## src/rtl/uart_imem_loader.sv

```systemverilog
// Serial program loader: receives 8N1 frames of 0x55 | N | 4*N data bytes | CS and writes
// big-endian 32-bit words to instruction memory while holding the CPU.
module uart_imem_loader #(
  parameter int unsigned CLKS_PER_BIT = 868,
  parameter int unsigned ADDR_W       = 8,
  parameter int unsigned TIMEOUT_CLKS = 1_000_000
) (
  input  logic              Clk,
  input  logic              rstn,
  input  logic              uart_rx,
  output logic              im_we,
  output logic [ADDR_W-1:0] im_addr,
  output logic [31:0]       im_wdata,
  output logic              cpu_hold,
  output logic              load_ok,
  output logic              load_err,
  output logic [2:0]        dbg_state
);

  localparam int unsigned          BIT_CNT_W = $clog2(CLKS_PER_BIT);
  localparam int unsigned          TO_W      = $clog2(TIMEOUT_CLKS + 1);
  localparam logic [BIT_CNT_W-1:0] BIT_LAST  = BIT_CNT_W'(CLKS_PER_BIT - 1);
  localparam logic [BIT_CNT_W-1:0] HALF_LAST = BIT_CNT_W'(CLKS_PER_BIT / 2 - 1);
  localparam logic [TO_W-1:0]      TO_LIMIT  = TO_W'(TIMEOUT_CLKS);
  localparam logic [7:0]           SYNC_BYTE = 8'h55;

  typedef enum logic [1:0] {RX_IDLE, RX_START, RX_DATA, RX_STOP} rx_state_t;

  typedef enum logic [2:0] {
    S_IDLE  = 3'd0,
    S_COUNT = 3'd1,
    S_DATA  = 3'd2,
    S_CSUM  = 3'd3,
    S_OK    = 3'd4,
    S_ERR   = 3'd5
  } state_t;

  logic                 rx_meta;
  logic                 rx_sync;
  logic                 rx_prev;
  rx_state_t            rx_state;
  rx_state_t            rx_state_n;
  logic [BIT_CNT_W-1:0] bit_cnt;
  logic [2:0]           bit_idx;
  logic [7:0]           rx_shift;
  logic [7:0]           rx_byte;
  logic                 bit_hit;
  logic                 half_hit;
  logic                 byte_valid;
  logic                 frame_err;

  assign bit_hit  = (bit_cnt == BIT_LAST);
  assign half_hit = (bit_cnt == HALF_LAST);
  assign rx_byte  = rx_shift;

  // Synchroniser flops reset to the idle line level so reset release cannot fake a start edge.
  always_ff @(posedge Clk) begin
    if (!rstn) begin
      rx_meta <= 1'b1;
      rx_sync <= 1'b1;
      rx_prev <= 1'b1;
    end else begin
      rx_meta <= uart_rx;
      rx_sync <= rx_meta;
      rx_prev <= rx_sync;
    end
  end

  always_comb begin
    rx_state_n = rx_state;
    case (rx_state)
      RX_IDLE:  if (rx_prev && !rx_sync) rx_state_n = RX_START;
      RX_START: if (half_hit) rx_state_n = rx_sync ? RX_IDLE : RX_DATA;
      RX_DATA:  if (bit_hit && bit_idx == 3'd7) rx_state_n = RX_STOP;
      RX_STOP:  if (bit_hit) rx_state_n = RX_IDLE;
      default:  rx_state_n = RX_IDLE;
    endcase
  end

  always_ff @(posedge Clk) begin
    if (!rstn) begin
      rx_state   <= RX_IDLE;
      bit_cnt    <= '0;
      bit_idx    <= '0;
      rx_shift   <= '0;
      byte_valid <= 1'b0;
      frame_err  <= 1'b0;
    end else begin
      rx_state   <= rx_state_n;
      byte_valid <= 1'b0;
      frame_err  <= 1'b0;
      // Bit timer restarts on every state change and every bit centre.
      if (rx_state == RX_IDLE || rx_state_n != rx_state || bit_hit) begin
        bit_cnt <= '0;
      end else begin
        bit_cnt <= bit_cnt + BIT_CNT_W'(1);
      end
      if (rx_state == RX_START) begin
        bit_idx <= '0;
      end
      if (rx_state == RX_DATA && bit_hit) begin
        rx_shift <= {rx_sync, rx_shift[7:1]};
        bit_idx  <= bit_idx + 3'd1;
      end
      if (rx_state == RX_STOP && bit_hit) begin
        byte_valid <= rx_sync;
        frame_err  <= !rx_sync;
      end
    end
  end

  state_t            state;
  state_t            state_n;
  logic [ADDR_W-1:0] n_words;
  logic [ADDR_W-1:0] addr;
  logic [1:0]        byte_idx;
  logic [23:0]       word;
  logic [7:0]        sum;
  logic [TO_W-1:0]   idle_cnt;
  logic              abort;
  logic              last_word;
  logic              we_n;

  assign abort     = frame_err || (idle_cnt == TO_LIMIT);
  // N == 0 wraps to all-ones, so a full-memory load ends at the top address.
  assign last_word = (addr == n_words - ADDR_W'(1));
  assign dbg_state = state;

  always_comb begin
    state_n = state;
    we_n    = 1'b0;
    case (state)
      S_IDLE: begin
        if (byte_valid && rx_byte == SYNC_BYTE) state_n = S_COUNT;
      end
      S_COUNT: begin
        if (abort)           state_n = S_ERR;
        else if (byte_valid) state_n = S_DATA;
      end
      S_DATA: begin
        if (abort) begin
          state_n = S_ERR;
        end else if (byte_valid && byte_idx == 2'd3) begin
          we_n = 1'b1;
          if (last_word) state_n = S_CSUM;
        end
      end
      S_CSUM: begin
        if (abort)           state_n = S_ERR;
        else if (byte_valid) state_n = (rx_byte == sum) ? S_OK : S_ERR;
      end
      S_OK:    state_n = S_IDLE;
      S_ERR:   state_n = S_IDLE;
      default: state_n = S_IDLE;
    endcase
  end

  always_ff @(posedge Clk) begin
    if (!rstn) begin
      state    <= S_IDLE;
      im_we    <= 1'b0;
      im_addr  <= '0;
      im_wdata <= '0;
      cpu_hold <= 1'b0;
      load_ok  <= 1'b0;
      load_err <= 1'b0;
      n_words  <= '0;
      addr     <= '0;
      byte_idx <= '0;
      word     <= '0;
      sum      <= '0;
      idle_cnt <= '0;
    end else begin
      state    <= state_n;
      im_we    <= we_n;
      cpu_hold <= (state_n != S_IDLE);
      load_ok  <= (state == S_OK);
      load_err <= (state == S_ERR);
      if (state inside {S_COUNT, S_DATA, S_CSUM} && !byte_valid) begin
        idle_cnt <= idle_cnt + TO_W'(1);
      end else begin
        idle_cnt <= '0;
      end
      if (state == S_COUNT && byte_valid && !abort) begin
        n_words  <= ADDR_W'(rx_byte);
        sum      <= rx_byte;
        addr     <= '0;
        byte_idx <= '0;
      end
      if (state == S_DATA && byte_valid && !abort) begin
        word     <= {word[15:0], rx_byte};
        sum      <= sum + rx_byte;
        byte_idx <= byte_idx + 2'd1;
        if (byte_idx == 2'd3) addr <= addr + ADDR_W'(1);
      end
      if (we_n) begin
        im_addr  <= addr;
        im_wdata <= {word, rx_byte};
      end
    end
  end

endmodule

```

## config.mk

```make
export PLATFORM = sky130hd
export DESIGN_NAME = uart_imem_loader
export DESIGN_NICKNAME = d
export VERILOG_FILES = /design/src/rtl/uart_imem_loader.sv
export SDC_FILE = /design/constraint.sdc
export NUM_CORES = 1
export LEC_CHECK = 0
export BUFFER_PORTS_ARGS = -buffer_cell sky130_fd_sc_hd__buf_2
export CAP_MARGIN = 15
export CORE_ASPECT_RATIO = 1.5
export CORE_MARGIN = 5
export CORE_UTILIZATION = 45
export CTS_BUF_LIST = sky130_fd_sc_hd__clkbuf_16
export CTS_CLUSTER_DIAMETER = 200
export DETAILED_ROUTE_END_ITERATION = 6
export GPL_ROUTABILITY_DRIVEN = 0
export SLEW_MARGIN = 20
export SYNTH_ARGS = -nofsm -noshare
export SYNTH_HDL_FRONTEND = slang
export SYNTH_SLANG_ARGS = --single-unit
```

## constraint.sdc

```tcl
create_clock -name Clk -period 6 [get_ports Clk]
set_input_delay 1.8 -clock Clk [delete_from_list [all_inputs] [get_ports Clk]]
set_output_delay 1.8 -clock Clk [all_outputs]
set_load 0.01 [all_outputs]
```

==> flow_summary.rst <==
.. list-table::
   :header-rows: 1

   * - Metric
     - Value
   * - Clock sink count
     - around 150
   * - Power per cell area
     - 298 mW/mm²
   * - Crit path buffers/inverters
     - 1
   * - Synthesized netlist cell count
     - around 760
   * - Sequential Power Share
     - between 40% and 50%
   * - Worst r2r dst
     - addr[2]$_SDFF_PN0_
   * - Fraction of the cycle the final worst path needs
     - around 50%
   * - Comb pwr share
     - less than 1%
   * - CP Data Arrival Time
     - between 3 and 4 ns
   * - PortBufs
     - 49
   * - Final sum of negative setup slack
     - 0 ns
   * - Peak supply drop
     - about 0.19 mV
   * - Worst Tran Pin Value
     - roughly 1.1 ns
   * - Number of slew-limit violations in the final report
     - 0
   * - Clk pin slew, worst setup/hold paths
     - approximately 0.06 ns
   * - # DRC
     - 0
   * - Commonest non-fill, non-tap cell in the layout
     - nand2_1
   * - Max-slew headroom at the worst pin
     - 27.6%
   * - Switching Share
     - a little over 20%
   * - Drt via density
     - 5.38
   * - Vertical extent of the die
     - ~150 µm
   * - Cell depth of the worst min-delay path
     - 1
   * - Number of antenna violations at the first check in global routing
     - 0
   * - TritonCTS clock tree
     - yes
   * - Total CTS buffers
     - 17
   * - Ys Warns
     - 0
   * - Hold worst-path end
     - rx_sync$_SDFF_PN1_
   * - Reg2Reg Launch Point
     - idle_cnt[0]$_SDFF_PN0_
   * - Worst reg2reg path depth
     - 8
   * - Synthesized net count
     - about 800
   * - Starting DRT DRC Count
     - approximately 250
   * - Crit-path leading delay family
     - simple AND/OR/NAND/NOR gates
   * - Count of pins on the block boundary
     - 50
   * - Fraction of the yosys area taken by sequential cells
     - between 40% and 50%
   * - Cell with the biggest individual delay on the critical path
     - or3_1
   * - Crit-path max cell delay
     - approximately 0.73 ns
   * - GRT Total Usage
     - between 10% and 20%
   * - Final setup vio count
     - 0
   * - Startpoint kind of the worst setup timing path
     - flop
   * - Achievable frequency
     - 329 MHz
   * - Antenna Diode Count
     - 0
   * - Number of different library cells in the post-synthesis netlist
     - 55
   * - Clock network fraction of total power
     - 53.9%
   * - Aggregate routed wire length
     - ~14000 µm
   * - Setup repair after global routing missed its margin
     - false
   * - Worst slack at placement
     - roughly 2.7 ns
   * - Number of synthesized register bits
     - ~150
   * - Count of flip-flops with a built-in enable after synthesis
     - 0
   * - Number of global-route vias before repair
     - 5021
   * - CTS root buffer
     - clkbuf_16
   * - Total of hold buffers inserted after clock tree synthesis
     - 0
   * - Ordered cell list for the critical path
     - inv_1 -> ha_1 -> or4b_1 -> or3_4 -> o21ai_4 -> or3_1 -> nand2_1 -> a311oi_1
   * - Top flip-flop cell by instance count after synthesis
     - dfxtp_1
   * - Maximum root-to-sink buffer count
     - 2
   * - Number of max-cap violations
     - 0
   * - Reg-to-reg slack, setup
     - ~3.0 ns
   * - Post-DP HPWL
     - 9170 µm
   * - Synth-to-Final Area Change
     - 15.0%
   * - Internal power
     - 1.70 mW
   * - Time the worst path needs with I/O delays and setup
     - slightly above 3 ns
   * - Starting utilization of the core area
     - between 40% and 50%
   * - Final worst clock skew
     - 0.00776 ns
   * - Nets@finish
     - 810
   * - Post-DRT Antenna Nets
     - 0
   * - CP Data Required Time
     - 6.33 ns
   * - Initial DRT Pass Iterations
     - 5
   * - Horizontal die dimension
     - 106 µm
   * - Crit path max fanout
     - 23
   * - Post-cts repair resize count
     - 0
   * - Core region area
     - 0.0135 mm²
   * - Min-delay src
     - rx_meta$_SDFF_PN1_
   * - CP endpoint kind
     - flop
   * - Status
     - finished, final reports clean
   * - Wire length of the first global-routing pass
     - about 23000 µm
   * - Avg Synthesized Cell Area
     - ~8 µm²
   * - Mean routed wirelength per cell
     - about 14 µm
   * - Final hold violation count
     - 0
   * - Proportion of layout cells with a drive suffix above 1
     - roughly an eighth
   * - Area of the die
     - roughly 0.016 mm²
   * - Setup CP Type
     - flop to flop
   * - Placement row count
     - 52
   * - Post-layout worst setup margin
     - 2.96 ns
   * - Level count of the clock H-tree
     - 4
   * - Post-synthesis async set-or-reset flop share
     - 0%
   * - Clock insertion delay at the later pin of the skew report
     - 0.42 ns
   * - Setup bufs post-CTS
     - 0
   * - Overflow after GRT
     - 0
   * - Min-delay worst type
     - flop to flop
   * - Via count
     - slightly above 5000
   * - Pin count of the biggest net entering global routing
     - 74
   * - Leading cell types in the layout, fill and taps excluded
     - nand2_1, dfxtp_1, a21oi_1
   * - Net switching power of the design
     - around 430 µW
   * - Combined area of all synthesized cells
     - about 0.0062 mm²
   * - Static Leak
     - between 2 and 3 nW
power by group through the flow:
stage	clock [mW]	combinational, mW	sequential (mW)
2_1_floorplan	0	0.0141	0.986
5_1_grt	1.22	0.0200	0.966
3_5_place_dp	0	0.0181	0.987
4_1_cts	1.17	0.0182	0.966
6_report	1.15	0.0177	0.966
3_3_place_gp	0	0.0172	0.987
stage by stage:
step | power [mW] | util [%] | std cells | hold WS (ns) | area (µm²)
final | 2.14 | 52.9 | 965 | 0.421 | 7160
after global routing | 2.20 | 52.9 | 965 | 0.451 | 7160
after CTS | 2.16 | 52.9 | 965 | 0.435 | 7160
after detailed placement | 1.01 | 48.2 | 933 | 0.420 | 6520
after global placement | 1.00 | 48.1 | 933 | 0.398 | 6510
after floorplan | 1.00 | - | 758 | 0.386 | 6230
state kept, by name, indices dropped and copies added (netlist names), 10 cells and up:
signal and flops:
im_wdata 32, word 24, idle_cnt 20, bit_cnt 10
cell usage after synthesis (2+ instances only):
library cell | count | area (µm²)
and4_1 | 2 | 17.5
o21a_1 | 2 | 15.0
nand3_1 | 26 | 130
xor2_1 | 22 | 193
buf_6 | 5 | 56.3
nor3b_1 | 2 | 15.0
clkbuf_1 | 27 | 101
a22oi_1 | 2 | 15.0
buf_2 | 3 | 15.0
and3_1 | 3 | 18.8
inv_1 | 18 | 67.6
o211ai_1 | 2 | 15.0
or4_1 | 2 | 15.0
nand4bb_1 | 2 | 22.5
nor3_1 | 12 | 60.1
o31ai_1 | 5 | 37.5
a311oi_1 | 3 | 26.3
nor4_1 | 6 | 37.5
nand4_1 | 6 | 37.5
a31oi_1 | 10 | 62.6
a21o_1 | 2 | 15.0
o21ai_0 | 14 | 70.1
xnor2_1 | 19 | 166
or3_1 | 11 | 68.8
nand2_1 | 184 | 691
nor2b_1 | 6 | 37.5
a21oi_1 | 93 | 465
nor2_1 | 57 | 214
nand4b_1 | 3 | 26.3
dfxtp_1 | 145 | 2900
or2_2 | 4 | 25.0
nand2b_1 | 9 | 56.3
buf_4 | 7 | 52.6
ha_1 | 16 | 200
mux2i_1 | 8 | 80.1
layout make-up:
class,instances,area (µm²)
Inverter,18,70.1
Timing Repair Buffer,55,290
Clock buffer,17,425
Multi-Input combinational cell,553,3060
Sequential cell,145,2900
Fill cell,1331,6370
Tap cell,162,203
Clock inverter,15,215
how the worst max path moves through the flow:
stage,cells past startpoint,end,startpoint
2_1_floorplan,4,idle_cnt[19]$_SDFF_PN0_,rstn
3_3_place_gp,4,sum[6]$_SDFFE_PN0P_,rstn
6_report,8,addr[2]$_SDFF_PN0_,idle_cnt[0]$_SDFF_PN0_
4_1_cts,8,addr[2]$_SDFF_PN0_,idle_cnt[0]$_SDFF_PN0_
3_5_place_dp,4,idle_cnt[6]$_SDFF_PN0_,rstn
5_1_grt,8,addr[4]$_SDFF_PN0_,idle_cnt[0]$_SDFF_PN0_
cell families after synthesis:
| group | synth area share [%] |
|---|---|
| flip-flops | 46.6 |
| XOR/XNOR | 5.77 |
| adder cells (fa/ha/maj) | 3.54 |
| buffers and inverters | 4.70 |
| AND/OR/NAND/NOR | 24.6 |
| multiplexers | 1.29 |
| AO/OA/AOI/OAI | 13.5 |
metal layers:
layer,wire length [µm],GRT usage (%),part of all wire [%]
met1,6000,19.8,44
met2,7040,31.1,51
met3,398,3.52,2.9
met4,261,6.91,1.9
met5,0,0,0
Power figures use the tool's default switching activity.
